--- src/rtl/write_back_buffered.sv ---
// write_back_buffered
//   Buffered write-back stage. MEM results enter an in-order FIFO of BUF_DEPTH
//   entries. Register-file and CSR write values are decoded when an entry is
//   written into the FIFO. The head entry retires at most once per cycle to the
//   register file and the CSR file.
//   Also produces a registered PC redirect pulse and a pending-rd mask for decode.
//
//   Optional feature macro: WB_INSTRET_EN. When it is defined, instret is a
//   64-bit retire counter. When it is undefined, instret is tied to zero.
//
//   Select encodings:
//     in_wb_sel : 0 RI_TYPE_LUI, 1 LOAD, 2 JUMP, 3 ZICSR, 4 WB_MRET, 5..7 other
//     in_pc_sel : 0 PC_NEXT, 1 PC_BRANCH, 2 PC_MRET, 3 treated as PC_NEXT
//
//   Handshake: a transfer happens on a rising edge where in_valid && in_ready.
//   in_ready depends only on buffer occupancy and never on in_valid. The producer
//   holds its payload stable while in_valid is high and in_ready is low. There is
//   no pass-through path, so a full buffer rejects input even when the head is
//   retiring in the same cycle.
module write_back_buffered #(
   parameter int XLEN      = 32,
   parameter int BUF_DEPTH = 4
) (
   input  logic             clk,
   input  logic             rst,
   input  logic             in_valid,
   output logic             in_ready,
   input  logic [2:0]       in_wb_sel,
   input  logic [1:0]       in_pc_sel,
   input  logic [XLEN-1:0]  in_pc_plus_4,
   input  logic [XLEN-1:0]  in_pc_branch,
   input  logic [XLEN-1:0]  in_pc_mepc,
   input  logic [XLEN-1:0]  in_alu_result,
   input  logic [XLEN-1:0]  in_read_data,
   input  logic [1:0]       in_load_size,
   input  logic             in_load_unsigned,
   input  logic [4:0]       in_rd,
   input  logic [11:0]      in_csr_addr,
   input  logic [XLEN-1:0]  in_csr_data,
   input  logic             csr_ready,
   output logic             rf_we,
   output logic [4:0]       rf_waddr,
   output logic [XLEN-1:0]  rf_wdata,
   output logic             csr_we,
   output logic [11:0]      csr_waddr,
   output logic [XLEN-1:0]  csr_wdata,
   output logic             redirect_valid,
   output logic [XLEN-1:0]  redirect_pc,
   output logic [31:0]      pending_rd,
   output logic [63:0]      instret
);

   localparam int PW = $clog2(BUF_DEPTH);
   localparam int CW = PW + 1;

   localparam logic [2:0] WB_LUI   = 3'd0;
   localparam logic [2:0] WB_LOAD  = 3'd1;
   localparam logic [2:0] WB_JUMP  = 3'd2;
   localparam logic [2:0] WB_ZICSR = 3'd3;
   localparam logic [2:0] WB_MRET  = 3'd4;

   localparam logic [1:0] PC_BRANCH = 2'd1;
   localparam logic [1:0] PC_MRET   = 2'd2;

   // FIFO storage, one slot per buffered instruction
   logic [BUF_DEPTH-1:0] ent_valid;
   logic [BUF_DEPTH-1:0] ent_rf_we;
   logic [BUF_DEPTH-1:0] ent_csr_we;
   logic [4:0]           ent_rd       [BUF_DEPTH];
   logic [XLEN-1:0]      ent_rf_data  [BUF_DEPTH];
   logic [11:0]          ent_csr_addr [BUF_DEPTH];
   logic [XLEN-1:0]      ent_csr_data [BUF_DEPTH];

   logic [PW-1:0] wr_ptr;
   logic [PW-1:0] rd_ptr;
   logic [CW-1:0] count;

   logic            enq;
   logic            retire;
   logic [XLEN-1:0] load_ext;
   logic            dec_rf_we;
   logic [XLEN-1:0] dec_rf_data;
   logic            dec_csr_we;

   assign in_ready = (count < CW'(BUF_DEPTH));
   assign enq      = in_valid && in_ready;
   // A head entry with a CSR write that is blocked also holds back its rf write.
   // This keeps the two writes of one entry in the same cycle.
   assign retire   = (count != '0) && (!ent_csr_we[rd_ptr] || csr_ready);

   // Narrow the raw load data and extend it to XLEN (size 3 behaves as word)
   always_comb begin
      load_ext = in_read_data;
      case (in_load_size)
         2'd0: load_ext = {{(XLEN-8){in_read_data[7] & ~in_load_unsigned}}, in_read_data[7:0]};
         2'd1: load_ext = {{(XLEN-16){in_read_data[15] & ~in_load_unsigned}}, in_read_data[15:0]};
         default: load_ext = in_read_data;
      endcase
   end

   // Decode the write-back selector into the stored rf/csr write values
   always_comb begin
      dec_rf_we   = 1'b0;
      dec_rf_data = in_alu_result;
      dec_csr_we  = 1'b0;
      case (in_wb_sel)
         WB_LUI:   begin dec_rf_we = 1'b1; dec_rf_data = in_alu_result; end
         WB_LOAD:  begin dec_rf_we = 1'b1; dec_rf_data = load_ext;      end
         WB_JUMP:  begin dec_rf_we = 1'b1; dec_rf_data = in_pc_plus_4;  end
         WB_ZICSR: begin dec_rf_we = 1'b1; dec_rf_data = in_csr_data; dec_csr_we = 1'b1; end
         WB_MRET:  begin dec_csr_we = 1'b1; end
         default:  begin dec_rf_we = 1'b0; end
      endcase
      // x0 is never written, so it never appears in pending_rd either
      if (in_rd == 5'd0) dec_rf_we = 1'b0;
   end

   // FIFO pointers, occupancy and entry storage
   always_ff @(posedge clk or posedge rst) begin
      if (rst) begin
         wr_ptr     <= '0;
         rd_ptr     <= '0;
         count      <= '0;
         ent_valid  <= '0;
         ent_rf_we  <= '0;
         ent_csr_we <= '0;
         for (int i = 0; i < BUF_DEPTH; i++) begin
            ent_rd[i]       <= '0;
            ent_rf_data[i]  <= '0;
            ent_csr_addr[i] <= '0;
            ent_csr_data[i] <= '0;
         end
      end else begin
         // Write and read slots only coincide when the buffer is empty or full.
         // In those cases only one of enq/retire can be active.
         if (retire) begin
            ent_valid[rd_ptr] <= 1'b0;
            rd_ptr            <= rd_ptr + PW'(1);
         end
         if (enq) begin
            ent_valid[wr_ptr]    <= 1'b1;
            ent_rf_we[wr_ptr]    <= dec_rf_we;
            ent_csr_we[wr_ptr]   <= dec_csr_we;
            ent_rd[wr_ptr]       <= in_rd;
            ent_rf_data[wr_ptr]  <= dec_rf_data;
            ent_csr_addr[wr_ptr] <= in_csr_addr;
            ent_csr_data[wr_ptr] <= in_alu_result;
            wr_ptr               <= wr_ptr + PW'(1);
         end
         case ({enq, retire})
            2'b10:   count <= count + CW'(1);
            2'b01:   count <= count - CW'(1);
            default: count <= count;
         endcase
      end
   end

   // Retire-side write ports, driven by the head entry when it retires
   always_comb begin
      rf_we     = retire && ent_rf_we[rd_ptr];
      csr_we    = retire && ent_csr_we[rd_ptr];
      rf_waddr  = rf_we  ? ent_rd[rd_ptr]       : '0;
      rf_wdata  = rf_we  ? ent_rf_data[rd_ptr]  : '0;
      csr_waddr = csr_we ? ent_csr_addr[rd_ptr] : '0;
      csr_wdata = csr_we ? ent_csr_data[rd_ptr] : '0;
   end

   // Scoreboard mask of destination registers still held in the buffer
   always_comb begin
      pending_rd = '0;
      for (int i = 0; i < BUF_DEPTH; i++) begin
         if (ent_valid[i] && ent_rf_we[i]) pending_rd[ent_rd[i]] = 1'b1;
      end
   end

   // Redirect pulse for the cycle after a taken branch or MRET is accepted
   always_ff @(posedge clk or posedge rst) begin
      if (rst) begin
         redirect_valid <= 1'b0;
         redirect_pc    <= '0;
      end else begin
         redirect_valid <= 1'b0;
         if (enq && (in_pc_sel == PC_BRANCH) && in_alu_result[0]) begin
            redirect_valid <= 1'b1;
            redirect_pc    <= in_pc_branch;
         end else if (enq && (in_pc_sel == PC_MRET)) begin
            redirect_valid <= 1'b1;
            redirect_pc    <= in_pc_mepc;
         end
      end
   end

`ifdef WB_INSTRET_EN
   logic [63:0] instret_q;

   // Count every retired entry, including ones that write nothing
   always_ff @(posedge clk or posedge rst) begin
      if (rst) instret_q <= '0;
      else if (retire) instret_q <= instret_q + 64'd1;
   end

   assign instret = instret_q;
`else
   assign instret = '0;
`endif

endmodule
--- config.mk ---
export PLATFORM = sky130hd
export DESIGN_NAME = write_back_buffered
export DESIGN_NICKNAME = d
export VERILOG_FILES = /design/src/rtl/write_back_buffered.sv
export SDC_FILE = /design/constraint.sdc
export NUM_CORES = 1
export LEC_CHECK = 0
export BUFFER_PORTS_ARGS = -buffer_cell sky130_fd_sc_hd__buf_4
export CAP_MARGIN = 20
export CORE_ASPECT_RATIO = 0.5
export CORE_MARGIN = 2
export CORE_UTILIZATION = 50
export CTS_CLUSTER_DIAMETER = 60
export DETAILED_ROUTE_END_ITERATION = 16
export PLACE_DENSITY = 0.74
export SKIP_LAST_GASP = 1
export SLEW_MARGIN = 20
export SYNTH_ARGS = -nofsm -noshare
export SYNTH_HDL_FRONTEND = slang
export SYNTH_SLANG_ARGS = --single-unit
--- constraint.sdc ---
create_clock -name clk -period 10.21 [get_ports clk]
set_input_delay 0.5105 -clock clk [delete_from_list [all_inputs] [get_ports clk]]
set_output_delay 0.5105 -clock clk [all_outputs]
set_load 0.03 [all_outputs]
After elaboration in Yosys (flattened, before gate mapping) --
Index checks and enable logic that the tools add are counted.
Operators by class: $lt $le $gt $ge 16, reduce and logical (&&, ||, !) cells 28, equal/unequal tests 9, multiplexer cells 60, bitwise gates (word level) 11, add/sub/neg operators 4
Operator list (number):
- 2-to-1 mux 32 bit | 13
- bitwise mux 128 bit | 2
- binary-select mux 32 bit (select 2 bit) | 2
- OR 32 bit | 3
- case mux 32 bit (3 select lines) | 1
- demux 32 bit (select 2 bit) | 1
- case mux 32 bit (2 select lines) | 1
- bitwise mux 48 bit | 1
- 2-to-1 mux 12 bit | 4
- binary-select mux 12 bit (select 2 bit) | 1
- demux 12 bit (select 2 bit) | 1
- less-than comparator 5 x 6 -> 1 bit (second input constant) | 4
- bitwise mux 20 bit | 1
- demux 1 bit (select 5 bit) | 4
- >= comparator 5 x 1 -> 1 bit (second input constant) | 4
- 2-to-1 mux 5 bit | 4
- logical AND 1 bit | 18
- 2-to-1 mux 1 bit | 13
- binary-select mux 5 bit (select 2 bit) | 1
- demux 5 bit (select 2 bit) | 1
- bitwise mux 4 bit | 2
- 2-to-1 mux 4 bit | 2
- == test 2 x 1 -> 1 bit (second input constant) | 3
- == test 3 x 2 -> 1 bit (second input constant) | 2
- other kinds (29) | 39
Storage, ports and cells: flip-flop bits (word level) 376, output and inout bits 213, logic and storage cells 152

Depth between registers and ports, before layout --
Gate-level depths: netlist (run 1).
word-level depth 11, gate-level depth with buffers 12, mapped depth without buffers 9

Worst setup path before layout (run 1) --
No wires, ideal clock.
kind register to output, start register rd_ptr[0], end output port rf_wdata[11], arrival 1.935 ns, stages on the path, launching flop included 7, path buffers 3, path slack 7.765 ns, cells stage by stage dfrtp_1 -> buf_2 -> mux4_2 -> buf_2 -> buf_2 -> nand2_1 -> nor3_1
Between the ends: cells in the longest elaborated chain, start to end 7, elaborated cells on any way between the ends 13, classes of those cells mux (8); bitwise (1); reduce/logical (4)
Ends and longest elaborated chain:
- from (decl) | line 75 | logic [PW-1:0] rd_ptr;
- from (signal assigned) | line 138 | rd_ptr <= rd_ptr + PW'(1);
- binary-select mux 1 bit (select 2 bit) | line 89 | assign retire = (count != '0) && (!ent_csr_we[rd_ptr] || csr_ready);
- 2-to-1 mux 1 bit (not written as such) | line 89
- logical NOT 1 bit | line 89
- logical OR 1 bit | line 89
- logical AND 1 bit | line 89
- logical AND 1 bit | line 160 | rf_we = retire && ent_rf_we[rd_ptr];
- 2-to-1 mux 32 bit (*) | line 163 | rf_wdata = rf_we ? ent_rf_data[rd_ptr] : '0;
- to (decl) | line 43 | output logic [XLEN-1:0] rf_wdata,
Mark *: on every way between the ends. The rest lies on a longest branch, timed or not. The select of a mux whose other input is x is not followed.

Final worst setup path (run 1) --
start register rd_ptr[0], end output port csr_wdata[31]
Between the ends: cells in the longest elaborated chain, start to end 7, elaborated cells on any way between the ends 11, classes of those cells mux (6); bitwise (1); reduce/logical (4)
Ends and longest elaborated chain:
- binary-select mux 1 bit (select 2 bit) | line 89, 161
- 2-to-1 mux 1 bit (not written as such) | line 89, 161
- logical NOT 1 bit | line 89
- logical OR 1 bit | line 89
- logical AND 1 bit | line 89
- logical AND 1 bit | line 161 | csr_we = retire && ent_csr_we[rd_ptr];
- 2-to-1 mux 32 bit (*) | line 165 | csr_wdata = csr_we ? ent_csr_data[rd_ptr] : '0;
- to (decl) | line 46 | output logic [XLEN-1:0] csr_wdata,
Marks and branches as above.

==> impl_results.html, run 1 <==
<table>
<tr><th>Metric</th><th>Value</th></tr>
<tr><th colspan="2">Outcome</th></tr>
<tr><td>Result of the run</td><td>finished clean</td></tr>
<tr><th colspan="2">Critical path</th></tr>
<tr><td>Data required time of the critical path</td><td>between 9000 and 10,000 ps</td></tr>
<tr><td>Origin of the worst setup path</td><td>rd_ptr[0]</td></tr>
<tr><td>Setup crit start kind</td><td>flip-flop</td></tr>
<tr><td>Gate family responsible for the most delay along the worst path</td><td>simple AND/OR/NAND/NOR gates</td></tr>
<tr><td>Worst-path cell chain</td><td>buf_4 -&gt; mux4_2 -&gt; nand3_2 -&gt; nor2b_1 -&gt; buf_4</td></tr>
<tr><td>Reg-to-reg slack, setup</td><td>6960 ps</td></tr>
<tr><td>CP dominant cell by count</td><td>sky130_fd_sc_hd__buf_4</td></tr>
<tr><td>Kind of end point of the critical path</td><td>primary output</td></tr>
<tr><td>Crit path to</td><td>csr_wdata[31]</td></tr>
<tr><td>Worst Path Class, Setup</td><td>reg2out</td></tr>
<tr><td>Worst Reg2Reg Path Length in Cells</td><td>8</td></tr>
<tr><td>Critical path fanouts, max</td><td>45</td></tr>
<tr><td>CP Data Arrival Time</td><td>approximately 3700 ps</td></tr>
<tr><td>Slowest-stage cell, CP</td><td>sky130_fd_sc_hd__nand3_2</td></tr>
<tr><td>RR Endpoint</td><td>count[1]</td></tr>
<tr><td>Critical path buffer and inverter count</td><td>2</td></tr>
<tr><td>Slowest stage delay, CP</td><td>between 700 and 800 ps</td></tr>
<tr><td>Launch instance of the worst register-to-register path</td><td>rd_ptr[0]</td></tr>
<tr><td>WP depth</td><td>5</td></tr>
<tr><th colspan="2">Route</th></tr>
<tr><td>Remaining DRCs</td><td>0</td></tr>
<tr><td>DRC violation total after the first TritonRoute iteration</td><td>~1,400</td></tr>
<tr><td>Routed vias</td><td>17,220</td></tr>
<tr><td>Wire length reported by the detailed router</td><td>60,270 um</td></tr>
<tr><td>Via-per-instance ratio</td><td>between 5 and 6</td></tr>
<tr><td>DR pass1 iterations</td><td>6</td></tr>
<tr><td>Uppermost layer routed</td><td>met4</td></tr>
<tr><td>Met1 routed wirelength after detailed routing</td><td>roughly 24,000 um</td></tr>
<tr><td>Routed wl met2</td><td>~29,000 um</td></tr>
<tr><td>Routed Antenna Nets</td><td>0</td></tr>
<tr><td>Wire length on met3</td><td>~5300 um</td></tr>
<tr><td>Per-cell routed wire length</td><td>just over 20 um</td></tr>
<tr><th colspan="2">Layout</th></tr>
<tr><td>Synthesis-to-finish area growth</td><td>19.18%</td></tr>
<tr><td>Layout cell share with drive strength beyond 1</td><td>a little over a quarter</td></tr>
<tr><td>Filler cell count in the final layout</td><td>~3,300</td></tr>
<tr><td>Non-filler cells in the finished layout</td><td>approximately 2,900</td></tr>
<tr><td>Number of nets in the layout</td><td>2,573</td></tr>
<tr><th colspan="2">Timing</th></tr>
<tr><td>Final count of pins violating max slew</td><td>0</td></tr>
<tr><td>Share of the cycle needed by the critical path after routing</td><td>about two fifths</td></tr>
<tr><td># setup viols final</td><td>0</td></tr>
<tr><td>Final setup TNS</td><td>0 ps</td></tr>
<tr><td>Worst slew margin relative to its limit</td><td>a little under a third</td></tr>
<tr><td>Clock period minus worst slack</td><td>around 4200 ps</td></tr>
<tr><td>Achievable Freq</td><td>0.2370 GHz</td></tr>
<tr><td>Clock Skew</td><td>~15 ps</td></tr>
<tr><td>RSZ-0062 raised after global routing</td><td>false</td></tr>
<tr><td>Final hold violation count</td><td>0</td></tr>
<tr><td>Least-Margin Pin Slew</td><td>between 1000 and 1500 ps</td></tr>
<tr><th colspan="2">Synth</th></tr>
<tr><td>Ys async rst share</td><td>100.0%</td></tr>
<tr><td>Yosys Warn Count</td><td>0</td></tr>
<tr><td>Number of synthesized flops with an enable pin</td><td>0</td></tr>
<tr><td>Dominant synthesized flop cell</td><td>sky130_fd_sc_hd__dfrtp_1</td></tr>
<tr><td>Sequential cell area fraction in the yosys report</td><td>between 40 and 50%</td></tr>
<tr><td>Register bit total from synthesis</td><td>376</td></tr>
<tr><td>Most instantiated library cell after synthesis</td><td>sky130_fd_sc_hd__nand2_1</td></tr>
<tr><td>Synthesized area per cell</td><td>between 9 and 10 sq um</td></tr>
<tr><td>Post-synth cell types</td><td>approximately 70</td></tr>
<tr><td>Cell taking the most area after synthesis</td><td>sky130_fd_sc_hd__dfrtp_1</td></tr>
<tr><td>Cells after synthesis</td><td>just over 2,000</td></tr>
<tr><td>Most instantiated cells after synthesis</td><td>664 x sky130_fd_sc_hd__nand2_1, 376 x sky130_fd_sc_hd__dfrtp_1, 148 x sky130_fd_sc_hd__nor2_1</td></tr>
<tr><td>Post-synth top area share</td><td>46.19%</td></tr>
<tr><td>Top cells by area, synth</td><td>sky130_fd_sc_hd__dfrtp_1 46%, sky130_fd_sc_hd__nand2_1 12%, sky130_fd_sc_hd__mux4_2 9.2%</td></tr>
<tr><td>Post-synth design cell area</td><td>20,370 sq um</td></tr>
<tr><th colspan="2">Clock network</th></tr>
<tr><td>Number of gates resized after cts</td><td>0</td></tr>
<tr><td>Clock tree from TritonCTS</td><td>yes</td></tr>
<tr><td>Number of buffers created by CTS</td><td>36</td></tr>
<tr><td>CTS H-tree lvls</td><td>2</td></tr>
<tr><td>Clock slew at reported path FFs</td><td>around 70 ps</td></tr>
<tr><td>Post-CTS repair timing setup buffer count</td><td>0</td></tr>
<tr><td>Count of hold buffers inserted by post-cts repair</td><td>0</td></tr>
<tr><td>Maximum buffer depth of the clock tree</td><td>3</td></tr>
<tr><td>Sinks on Clock Net</td><td>around 380</td></tr>
<tr><td>Clock root buffer master</td><td>sky130_fd_sc_hd__clkbuf_16</td></tr>
<tr><td>Insertion delay to the later sink of the worst-skew pair</td><td>roughly 540 ps</td></tr>
<tr><th colspan="2">Worst hold path</th></tr>
<tr><td>Tightest Hold Check Type</td><td>in2async</td></tr>
<tr><th colspan="2">Power</th></tr>
<tr><td>Relative contribution of the clock network to total power</td><td>roughly a fifth</td></tr>
<tr><td>VDD IR-drop max</td><td>around 0.18 mV</td></tr>
<tr><td>Static leakage</td><td>about 0.011 uW</td></tr>
<tr><td>Power density over the cells</td><td>306.8 nW/um^2</td></tr>
<tr><td>Internal power</td><td>around 4500 uW</td></tr>
<tr><td>Combinational share of power</td><td>a little under half</td></tr>
<tr><td>Power dissipated by switching net loads</td><td>roughly 3000 uW</td></tr>
<tr><td>Share of total power consumed by net switching</td><td>between 40% and 50%</td></tr>
<tr><td>Sequential fraction of design power</td><td>36.0%</td></tr>
<tr><th colspan="2">Floorplan</th></tr>
<tr><td>Number of rows created at floorplan</td><td>52</td></tr>
<tr><td>Num ports</td><td>~430</td></tr>
<tr><td>Area enclosed by the die boundary</td><td>approximately 42,000 sq um</td></tr>
<tr><td>Placeable core region</td><td>a little over 40,000 sq um</td></tr>
<tr><td>Starting Density</td><td>about half</td></tr>
<tr><td>Die boundary width</td><td>a little under 300 um</td></tr>
<tr><td>Overall die height</td><td>approximately 150 um</td></tr>
<tr><th colspan="2">GRT</th></tr>
<tr><td>Wire length of the first global-routing pass</td><td>94,220 um</td></tr>
<tr><td>Aggregate global routing overflow</td><td>0</td></tr>
<tr><td>Largest net degree at the start of global routing</td><td>81</td></tr>
<tr><td>Number of antenna violations at the first check in global routing</td><td>1</td></tr>
<tr><td>Gr usage total</td><td>~28%</td></tr>
<tr><td>Via count of the first global-routing pass</td><td>approximately 17,000</td></tr>
<tr><th colspan="2">Placed design</th></tr>
<tr><td>Placer congestion estimate</td><td>0.8645</td></tr>
<tr><td>Half-perimeter wire length of the detailed placement result</td><td>~39,000 um</td></tr>
<tr><td>Count of input and output buffers</td><td>between 300 and 400</td></tr>
<tr><td>Cell count after placement</td><td>about 2,800</td></tr>
<tr><th colspan="2">Job</th></tr>
<tr><td>Count of max-cap constraint violations</td><td>0</td></tr>
</table>
-- metal layers --
metal / global-route usage (%) / vias up
li1: - / 7680
met1: 38.58 / 8483
met2: 45.47 / 918
met3: 4.627 / 139
met4: 10.39 / 0
met5: 0 / -
-- worst min path at each step --
stage                     start               end  cells past startpoint
3_3_place_gp   ent_csr_addr[19]  ent_csr_addr[19]                      2
4_1_cts                     rst   ent_rf_data[10]                      2
5_1_grt          in_csr_addr[0]  ent_csr_addr[24]                      3
2_1_floorplan  ent_csr_addr[12]  ent_csr_addr[12]                      2
6_report                    rst   ent_rf_data[42]                      2
3_5_place_dp   ent_csr_data[55]  ent_csr_data[55]                      2
-- final cells by class --
class / count / area [sq um] / area share [%]
multi-input cells: 1521 / 9957 / 41.01
repair buffers: 392 / 2950 / 12.15
clock inverters: 17 / 195.2 / 0.8040
well taps: 540 / 675.6 / 2.783
flip-flops and latches: 376 / 9417 / 38.79
inverters: 15 / 60.06 / 0.2474
diodes: 1 / 2.502 / 0.01031
clock buffers: 49 / 1021 / 4.205
-- placed cells by master (no fill, tap or decap), drive strengths merged, types with 8 or more instances in the layout --
master  instances
inv            16
a22oi          27
o2bb2a         11
ha              9
dfrtp         376
nand3           8
mux2i          18
and2           23
nor3b           8
o21ai          11
nand2         664
a221o          22
clkinv         10
mux2           54
buf           392
mux4           83
nand3b         10
a31oi          32
nor2b          46
conb           64
a21boi         16
nor2          148
a221oi         89
nor3           44
o22ai          13
o221ai         29
clkbuf         49
and3b          11
-- cells by family (layout without fill, tap and decap cells) --
kind of cell             after synthesis  count (layout)  synth area share, %
multiplexers                         155             155                13.05
AO/OA/AOI/OAI                        281             281                11.97
other                                  1              65              0.01841
flip-flops                           376             376                46.19
buffers and inverters                243             473                6.376
AND/OR/NAND/NOR                     1007            1007                21.58
XOR/XNOR                               4               4               0.1720
adder cells (fa/ha/maj)               10              10               0.6511
-- through the flow --
step                total power, uW  setup slack [ps]  utilization (%)  area, sq um  hold slack [ps]
finish                         7449              5991            60.28        24280            159.7
global route                   7898              5672            60.28        24280            187.7
CTS                            7458              5980            60.24        24260            175.6
detailed placement             6037              6542            57.22        23040            456.5
global placement               5952              6632            57.20        23040            451.5
floorplan                      5014              4649                -        20610            440.3
-- registers in the layout, summed over array words and instances (netlist names) --
register	cells
ent_valid	4
redirect_pc	32
ent_csr_data	128
rd_ptr	2
ent_rd	20
ent_csr_we	4
count	3
ent_csr_addr	48
redirect_valid	1
wr_ptr	2
ent_rf_data	128
ent_rf_we	4
-- power groups by stage --
stage / combinational [uW] / sequential, uW / clock [uW]
after CTS: 3370 / 2670 / 1420
final: 3370 / 2680 / 1400
after global routing: 3640 / 2770 / 1490
after global placement: 3290 / 2660 / 0
after floorplan: 2410 / 2610 / 0
after detailed placement: 3360 / 2680 / 0
(Power assumes the default switching activity.)
==> inputs of run 2 (changes only) <==
- clock period: 10.21 -> 3.6 ns (I/O delays scaled with it)
==> impl_results.html, run 2 (synthesis gave the netlist of run 1 again) <==
<table>
<tr><th>Metric</th><th>Value</th></tr>
<tr><th colspan="2">GRT</th></tr>
<tr><td>Largest net degree at the start of global routing</td><td>138 (+70%)</td></tr>
<tr><td>Gr usage total</td><td>29.02% (+0.87 points)</td></tr>
<tr><td>Number of antenna violations at the first check in global routing</td><td>0 (-1)</td></tr>
<tr><td>Aggregate global routing overflow</td><td>0 (unchanged)</td></tr>
<tr><td>Wire length of the first global-routing pass</td><td>97,090 um (+3.0%)</td></tr>
<tr><td>Via count of the first global-routing pass</td><td>17,650 (+3.7%)</td></tr>
<tr><th colspan="2">Critical path</th></tr>
<tr><td>Kind of end point of the critical path</td><td>primary output</td></tr>
<tr><td>CP Data Arrival Time</td><td>2910 ps (-800 ps)</td></tr>
<tr><td>Worst Reg2Reg Path Length in Cells</td><td>4 (-4)</td></tr>
<tr><td>Critical path fanouts, max</td><td>37 (-18%)</td></tr>
<tr><td>Worst Path Class, Setup</td><td>reg2out</td></tr>
<tr><td>Setup crit start kind</td><td>flip-flop</td></tr>
<tr><td>Data required time of the critical path</td><td>3420 ps (-6280 ps)</td></tr>
<tr><th colspan="2">Clock network</th></tr>
<tr><td>Maximum buffer depth of the clock tree</td><td>3 (unchanged)</td></tr>
<tr><td>Sinks on Clock Net</td><td>376 (unchanged)</td></tr>
<tr><td>Number of gates resized after cts</td><td>0 (unchanged)</td></tr>
<tr><td>Number of buffers created by CTS</td><td>36 (unchanged)</td></tr>
<tr><td>Clock slew at reported path FFs</td><td>60 ps (about the same)</td></tr>
<tr><td>Clock tree from TritonCTS</td><td>yes</td></tr>
<tr><td>CTS H-tree lvls</td><td>2 (unchanged)</td></tr>
<tr><td>Post-CTS repair timing setup buffer count</td><td>0 (unchanged)</td></tr>
<tr><td>Clock root buffer master</td><td>sky130_fd_sc_hd__clkbuf_16</td></tr>
<tr><td>Insertion delay to the later sink of the worst-skew pair</td><td>540 ps (about the same)</td></tr>
<tr><th colspan="2">Floorplan</th></tr>
<tr><td>Area enclosed by the die boundary</td><td>42,470 sq um (unchanged)</td></tr>
<tr><td>Starting Density</td><td>50.58% (unchanged)</td></tr>
<tr><td>Die boundary width</td><td>289.5 um (unchanged)</td></tr>
<tr><td>Placeable core region</td><td>40,270 sq um (unchanged)</td></tr>
<tr><td>Overall die height</td><td>146.7 um (unchanged)</td></tr>
<tr><td>Number of rows created at floorplan</td><td>52 (unchanged)</td></tr>
<tr><td>Num ports</td><td>434 (unchanged)</td></tr>
<tr><th colspan="2">Placed design</th></tr>
<tr><td>Placer congestion estimate</td><td>0.8623 (-0.25%)</td></tr>
<tr><td>Half-perimeter wire length of the detailed placement result</td><td>39,160 um (+1.1%)</td></tr>
<tr><td>Pre-CTS setup slack</td><td>1064 ps (-5478 ps)</td></tr>
<tr><td>Cell count after placement</td><td>2,855 (+0.42%)</td></tr>
<tr><td>Count of input and output buffers</td><td>369 (unchanged)</td></tr>
<tr><th colspan="2">Timing</th></tr>
<tr><td>RSZ-0062 raised after global routing</td><td>false</td></tr>
<tr><td>Least-Margin Pin Slew</td><td>1183 ps (+138.8 ps)</td></tr>
<tr><td>Clock period minus worst slack</td><td>around 3100 ps</td></tr>
<tr><td>Achievable Freq</td><td>~0.32 GHz</td></tr>
<tr><td>Worst slew margin relative to its limit</td><td>20.09% (-10 points)</td></tr>
<tr><td>Final Worst Setup Slack</td><td>511.7 ps (-5479 ps)</td></tr>
<tr><td>Share of the cycle needed by the critical path after routing</td><td>85.79%</td></tr>
<tr><td>Clock Skew</td><td>25.54 ps (+10.07 ps)</td></tr>
<tr><td>Final count of pins violating max slew</td><td>0 (unchanged)</td></tr>
<tr><td>Final setup TNS</td><td>0 ps (unchanged)</td></tr>
<tr><td>Final hold violation count</td><td>0 (unchanged)</td></tr>
<tr><td># setup viols final</td><td>0 (unchanged)</td></tr>
<tr><th colspan="2">Route</th></tr>
<tr><td>Remaining DRCs</td><td>0 (unchanged)</td></tr>
<tr><td>Wire length reported by the detailed router</td><td>61,810 um (+2.5%)</td></tr>
<tr><td>Per-cell routed wire length</td><td>20.45 um (-1.3%)</td></tr>
<tr><td>Routed vias</td><td>17,770 (+3.2%)</td></tr>
<tr><td>DRC violation total after the first TritonRoute iteration</td><td>1,647 (+20%)</td></tr>
<tr><td>DR pass1 iterations</td><td>6 (unchanged)</td></tr>
<tr><td>Via-per-instance ratio</td><td>5.878 (-0.64%)</td></tr>
<tr><td>Routed Antenna Nets</td><td>0 (unchanged)</td></tr>
<tr><th colspan="2">Layout</th></tr>
<tr><td>ANT cells</td><td>0 (-1)</td></tr>
<tr><td>Synthesis-to-finish area growth</td><td>24.99%</td></tr>
<tr><td>Number of nets in the layout</td><td>2,694 (+4.7%)</td></tr>
<tr><td>Layout cell share with drive strength beyond 1</td><td>25.61% (-1.0 points)</td></tr>
<tr><td>Highest-count cells in the layout ignoring fill and taps</td><td>664 x sky130_fd_sc_hd__nand2_1, 394 x sky130_fd_sc_hd__buf_4, 374 x sky130_fd_sc_hd__dfrtp_1, 148 x sky130_fd_sc_hd__nor2_1, 110 x sky130_fd_sc_hd__dlygate4sd3_1</td></tr>
<tr><td>Leading registers by flop count</td><td>ent_csr_data: 128 flops, ent_rf_data: 128 flops, ent_csr_addr: 48 flops</td></tr>
<tr><td>Commonest non-fill, non-tap cell in the layout</td><td>sky130_fd_sc_hd__nand2_1</td></tr>
<tr><td>Non-filler cells in the finished layout</td><td>3,023 (+3.8%)</td></tr>
<tr><th colspan="2">Power</th></tr>
<tr><td>Power consumption</td><td>21,270 uW (+190%)</td></tr>
<tr><td>Power density over the cells</td><td>835.5 nW/um^2 (+170%)</td></tr>
<tr><td>Static leakage</td><td>0.01197 uW (+4.5%)</td></tr>
<tr><td>VDD IR-drop max</td><td>0.4925 mV (+170%)</td></tr>
<tr><th colspan="2">Outcome</th></tr>
<tr><td>Result of the run</td><td>finished clean</td></tr>
<tr><th colspan="2">Worst hold path</th></tr>
<tr><td>Hold Path Cell Cnt</td><td>3</td></tr>
<tr><td>Tightest Hold Check Type</td><td>in2reg</td></tr>
<tr><th colspan="2">Job</th></tr>
<tr><td>Count of max-cap constraint violations</td><td>0 (unchanged)</td></tr>
</table>
[run 2: cell types whose count changed in the layout (fill, tap and decap cells not counted), moves of 2 or more]
| cell | previous run | this run |
|---|---|---|
| sky130_fd_sc_hd__buf_4 | 390 | 394 |
| sky130_fd_sc_hd__dlygate4sd3_1 | 0 | 110 |
| sky130_fd_sc_hd__clkinv_2 | 10 | 4 |
| sky130_fd_sc_hd__buf_6 | 2 | 0 |
| sky130_fd_sc_hd__clkbuf_1 | 7 | 4 |
| sky130_fd_sc_hd__clkbuf_8 | 5 | 11 |
| sky130_fd_sc_hd__buf_12 | 0 | 9 |
| sky130_fd_sc_hd__bufinv_16 | 4 | 0 |
[run 2: cell type report]
cell class	count	area (sq um)
Fill cell	3168	14810
Multi-Input combinational cell	1521	9951
Sequential cell	376	9417
Timing Repair Buffer	513	4239
Clock buffer	51	1067
Tap cell	540	675.6
Inverter	15	60.06
Clock inverter	7	52.55
[run 2: critical path, cell delays in order (launching register included)]
cell	delay (ps)
sky130_fd_sc_hd__dfrtp_4	790
sky130_fd_sc_hd__buf_4	610
sky130_fd_sc_hd__mux4_2	610
sky130_fd_sc_hd__nor2b_1	150
sky130_fd_sc_hd__buf_4	180
[run 2: routing by layer]
layer	GRT usage, %	vias up	routed length [um]
met5	0	-	0
met4	9.459	0	1729
met3	5.575	135	5724
met2	46.83	942	29840
met1	39.76	8769	24510
li1	-	7922	-
[run 2: report_power, final]
part	internal, uW	leakage [uW]	switching, uW
Sequential	6210	0.00456	1510
Combinational	4460	0.00686	5400
Clock	2060	0.000555	1630
Total	12700	0.0120	8550
[run 2: repair_timing]
action / CTS / global route
hold endpoints to repair: 342 / 0
endpoints found under the setup margin: 0 / 0
hold buffers: 110 / 0
[run 2: worst paths after layout]
check / start / endpoint / slack (ps)
worst min register to register: ent_csr_data[72] / ent_csr_data[72] / 470
worst max register to register: count[2] / redirect_pc[5] / 660
worst min-delay path: in_pc_mepc[9] / redirect_pc[9] / 10
worst max-delay path: rd_ptr[1] / csr_wdata[15] / 510
min in group asynchronous: rst / ent_rf_data[8] / 440
max in group asynchronous: rst / ent_rf_data[58] / 2480
[run 2: metrics by stage]
step | util [%] | cell area, sq um | hold slack, ps
5_1_grt | 63.22 | 25460 | 19.49
4_1_cts | 63.22 | 25460 | 0.7824
6_report | 63.22 | 25460 | 13.98
3_5_place_dp | 57.71 | 23240 | 406.3
2_1_floorplan | - | 20610 | 285.4
3_3_place_gp | 57.71 | 23240 | 402.3
==> inputs of run 3 (changes only) <==
- CORE_UTILIZATION: 50 -> 52
- CTS_BUF_LIST: unset -> sky130_fd_sc_hd__clkbuf_8
- PLACE_DENSITY: 0.74 -> 0.77
==> impl_results.html, run 3 (synthesis gave the netlist of run 1 again) <==
<table>
<tr><th>Metric</th><th>Value</th></tr>
<tr><th colspan="2">Clock network</th></tr>
<tr><td>Clock slew at reported path FFs</td><td>70 ps (about the same)</td></tr>
<tr><td>Number of buffers created by CTS</td><td>55 (+53%)</td></tr>
<tr><td>Sinks on Clock Net</td><td>376 (unchanged)</td></tr>
<tr><td>Clock tree from TritonCTS</td><td>yes</td></tr>
<tr><td>Insertion delay to the later sink of the worst-skew pair</td><td>640 ps (+100 ps)</td></tr>
<tr><td>Post-CTS repair timing setup buffer count</td><td>0 (unchanged)</td></tr>
<tr><td>Clock root buffer master</td><td>sky130_fd_sc_hd__clkbuf_8</td></tr>
<tr><td>CTS H-tree lvls</td><td>2 (unchanged)</td></tr>
<tr><td>Maximum buffer depth of the clock tree</td><td>3 (unchanged)</td></tr>
<tr><th colspan="2">Power</th></tr>
<tr><td>Power density over the cells</td><td>829.0 nW/um^2 (-0.78%)</td></tr>
<tr><td>Combinational share of power</td><td>47.3% (+1.0 points)</td></tr>
<tr><td>Internal power</td><td>12,520 uW (-1.6%)</td></tr>
<tr><td>Relative contribution of the clock network to total power</td><td>16.5% (-0.9 points)</td></tr>
<tr><td>Sequential fraction of design power</td><td>36.2% (about the same)</td></tr>
<tr><td>VDD IR-drop max</td><td>0.4131 mV (-16%)</td></tr>
<tr><td>Power dissipated by switching net loads</td><td>8747 uW (+2.3%)</td></tr>
<tr><td>Static leakage</td><td>0.01214 uW (+1.4%)</td></tr>
<tr><td>Share of total power consumed by net switching</td><td>41.12% (+0.95 points)</td></tr>
<tr><th colspan="2">Layout</th></tr>
<tr><td>Highest-count cells in the layout ignoring fill and taps</td><td>664 x sky130_fd_sc_hd__nand2_1, 392 x sky130_fd_sc_hd__buf_4, 374 x sky130_fd_sc_hd__dfrtp_1, 148 x sky130_fd_sc_hd__nor2_1, 132 x sky130_fd_sc_hd__dlygate4sd3_1</td></tr>
<tr><td>Number of nets in the layout</td><td>2,733 (+1.4%)</td></tr>
<tr><td>Synthesis-to-finish area growth</td><td>25.95%</td></tr>
<tr><td>Area of all placed cells without fillers</td><td>25,660 sq um (+0.77%)</td></tr>
<tr><td>Layout cell share with drive strength beyond 1</td><td>25.91% (+0.29 points)</td></tr>
<tr><td>Leading registers by flop count</td><td>ent_csr_data: 128 flops, ent_rf_data: 128 flops, ent_csr_addr: 48 flops</td></tr>
<tr><td>Commonest non-fill, non-tap cell in the layout</td><td>sky130_fd_sc_hd__nand2_1</td></tr>
<tr><th colspan="2">Timing</th></tr>
<tr><td>Clock period minus worst slack</td><td>3117 ps (+28.80 ps)</td></tr>
<tr><td>Minimum hold slack</td><td>77.61 ps (+63.62 ps)</td></tr>
<tr><td>Share of the cycle needed by the critical path after routing</td><td>86.59% (+0.80 points)</td></tr>
<tr><td># setup viols final</td><td>0 (unchanged)</td></tr>
<tr><td>Final hold violation count</td><td>0 (unchanged)</td></tr>
<tr><td>Clock Skew</td><td>24.90 ps (-0.6383 ps)</td></tr>
<tr><td>Final count of pins violating max slew</td><td>0 (unchanged)</td></tr>
<tr><td>Worst slew margin relative to its limit</td><td>24.50% (+4.4 points)</td></tr>
<tr><td>Achievable Freq</td><td>0.3208 GHz (-0.92%)</td></tr>
<tr><td>RSZ-0062 raised after global routing</td><td>false</td></tr>
<tr><td>Final setup TNS</td><td>0 ps (unchanged)</td></tr>
<tr><td>Least-Margin Pin Slew</td><td>1129 ps (-53.75 ps)</td></tr>
<tr><th colspan="2">Placed design</th></tr>
<tr><td>Half-perimeter wire length of the detailed placement result</td><td>40,880 um (+4.4%)</td></tr>
<tr><td>Placer congestion estimate</td><td>0.8980 (+4.1%)</td></tr>
<tr><td>Placed inst area</td><td>23,210 sq um (-0.12%)</td></tr>
<tr><td>Count of input and output buffers</td><td>369 (unchanged)</td></tr>
<tr><th colspan="2">Route</th></tr>
<tr><td>Wire length reported by the detailed router</td><td>64,710 um (+4.7%)</td></tr>
<tr><td>DR pass1 iterations</td><td>6 (unchanged)</td></tr>
<tr><td>Routed vias</td><td>18,290 (+3.0%)</td></tr>
<tr><td>Routed Antenna Nets</td><td>0 (unchanged)</td></tr>
<tr><td>Remaining DRCs</td><td>0 (unchanged)</td></tr>
<tr><td>DRC violation total after the first TritonRoute iteration</td><td>1,729 (+5.0%)</td></tr>
<tr><td>Via-per-instance ratio</td><td>5.955 (+1.3%)</td></tr>
<tr><td>Per-cell routed wire length</td><td>21.06 um (+3.0%)</td></tr>
<tr><th colspan="2">Floorplan</th></tr>
<tr><td>Placeable core region</td><td>38,730 sq um (-3.8%)</td></tr>
<tr><td>Starting Density</td><td>52.59% (+2.0 points)</td></tr>
<tr><td>Num ports</td><td>434 (unchanged)</td></tr>
<tr><td>Number of rows created at floorplan</td><td>51 (-1.9%)</td></tr>
<tr><td>Overall die height</td><td>144.0 um (-1.9%)</td></tr>
<tr><td>Die boundary width</td><td>283.9 um (-1.9%)</td></tr>
<tr><td>Area enclosed by the die boundary</td><td>40,870 sq um (-3.8%)</td></tr>
<tr><th colspan="2">GRT</th></tr>
<tr><td>Gr usage total</td><td>31.46% (+2.4 points)</td></tr>
<tr><td>Met1 Use GR</td><td>41.59% (+1.8 points)</td></tr>
<tr><td>Largest net degree at the start of global routing</td><td>88 (-36%)</td></tr>
<tr><td>Global routing usage on met2</td><td>51.63% (+4.8 points)</td></tr>
<tr><td>Aggregate global routing overflow</td><td>0 (unchanged)</td></tr>
<tr><td>Wire length of the first global-routing pass</td><td>101,400 um (+4.4%)</td></tr>
<tr><td>Via count of the first global-routing pass</td><td>18,310 (+3.7%)</td></tr>
<tr><td>Met3 usage in global routing</td><td>6.365% (+0.79 points)</td></tr>
<tr><td>Most crowded layer after global routing</td><td>met2</td></tr>
<tr><td>Number of antenna violations at the first check in global routing</td><td>2 (+2)</td></tr>
<tr><th colspan="2">Job</th></tr>
<tr><td>Count of max-cap constraint violations</td><td>0 (unchanged)</td></tr>
<tr><th colspan="2">Worst hold path</th></tr>
<tr><td>Tightest Hold Check Type</td><td>in2reg</td></tr>
<tr><th colspan="2">Outcome</th></tr>
<tr><td>Result of the run</td><td>finished clean</td></tr>
<tr><th colspan="2">Critical path</th></tr>
<tr><td>Data required time of the critical path</td><td>3420 ps (about the same)</td></tr>
<tr><td>Setup crit start kind</td><td>flip-flop</td></tr>
<tr><td>Critical path fanouts, max</td><td>41 (+11%)</td></tr>
<tr><td>Kind of end point of the critical path</td><td>primary output</td></tr>
<tr><td>Worst Path Class, Setup</td><td>reg2out</td></tr>
<tr><td>CP Data Arrival Time</td><td>2940 ps (+30 ps)</td></tr>
</table>
run 3: area by class of cell:
| cell class | count | area, sq um |
|---|---|---|
| Fill cell | 2949 | 13080 |
| Multi-Input combinational cell | 1521 | 9958 |
| Sequential cell | 376 | 9417 |
| Timing Repair Buffer | 533 | 4444 |
| Clock buffer | 70 | 963.4 |
| Tap cell | 530 | 663.1 |
| Clock inverter | 25 | 146.4 |
| Inverter | 15 | 60.06 |
| Antenna cell | 2 | 5.005 |
run 3: critical path: stages, from the launching register on:
cell and delay (ps):
sky130_fd_sc_hd__dfrtp_4 680, sky130_fd_sc_hd__buf_4 660, sky130_fd_sc_hd__mux4_2 600, sky130_fd_sc_hd__nor2b_1 160, sky130_fd_sc_hd__buf_4 190
run 3: path summary, 6_finish.rpt:
kind / cells past startpoint / endpoint / slack, ps / startpoint
hold / removal: 4 / ent_rf_data[70] / 80 / in_pc_plus_4[6]
hold reg to reg: 2 / ent_csr_data[76] / 470 / ent_csr_data[76]
max in group asynchronous: 4 / ent_csr_data[22] / 2340 / rst
setup reg to reg: 5 / redirect_pc[14] / 510 / count[2]
setup / recovery: 4 / csr_wdata[12] / 480 / rd_ptr[1]
min in group asynchronous: 3 / redirect_pc[11] / 310 / rst
run 3: per-layer routing:
layer	wire (um)	vias to the layer above
li1	-	7998
met1	25450	9099
met2	31180	1019
met3	5799	178
met4	2276	0
met5	0	-
run 3: stage by stage:
stage                     instances  setup WS, ps  utilization [%]  power (uW)
after global routing           3072         335.5            66.24       22550
after detailed placement       2843          1184            59.93       17290
after CTS                      3070         504.6            66.21       21170
after global placement         2843          1193            59.93       16980
after floorplan                2140         -1630                -       14220
final                          3072         482.8            66.24       21270
run 3: power groups by stage:
stage / Combinational [uW] / Clock, uW / Sequential (uW)
final: 10100 / 3520 / 7700
after global routing: 10900 / 3760 / 7920
after CTS: 9990 / 3550 / 7630
after detailed placement: 9610 / 0 / 7670
after global placement: 9390 / 0 / 7600
after floorplan: 6820 / 0 / 7400
run 3: what timing repair did:
item / in CTS / in global routing
hold endpoints to repair: 322 / 0
hold buffers: 132 / 0
gates resized for setup: 0 / 0
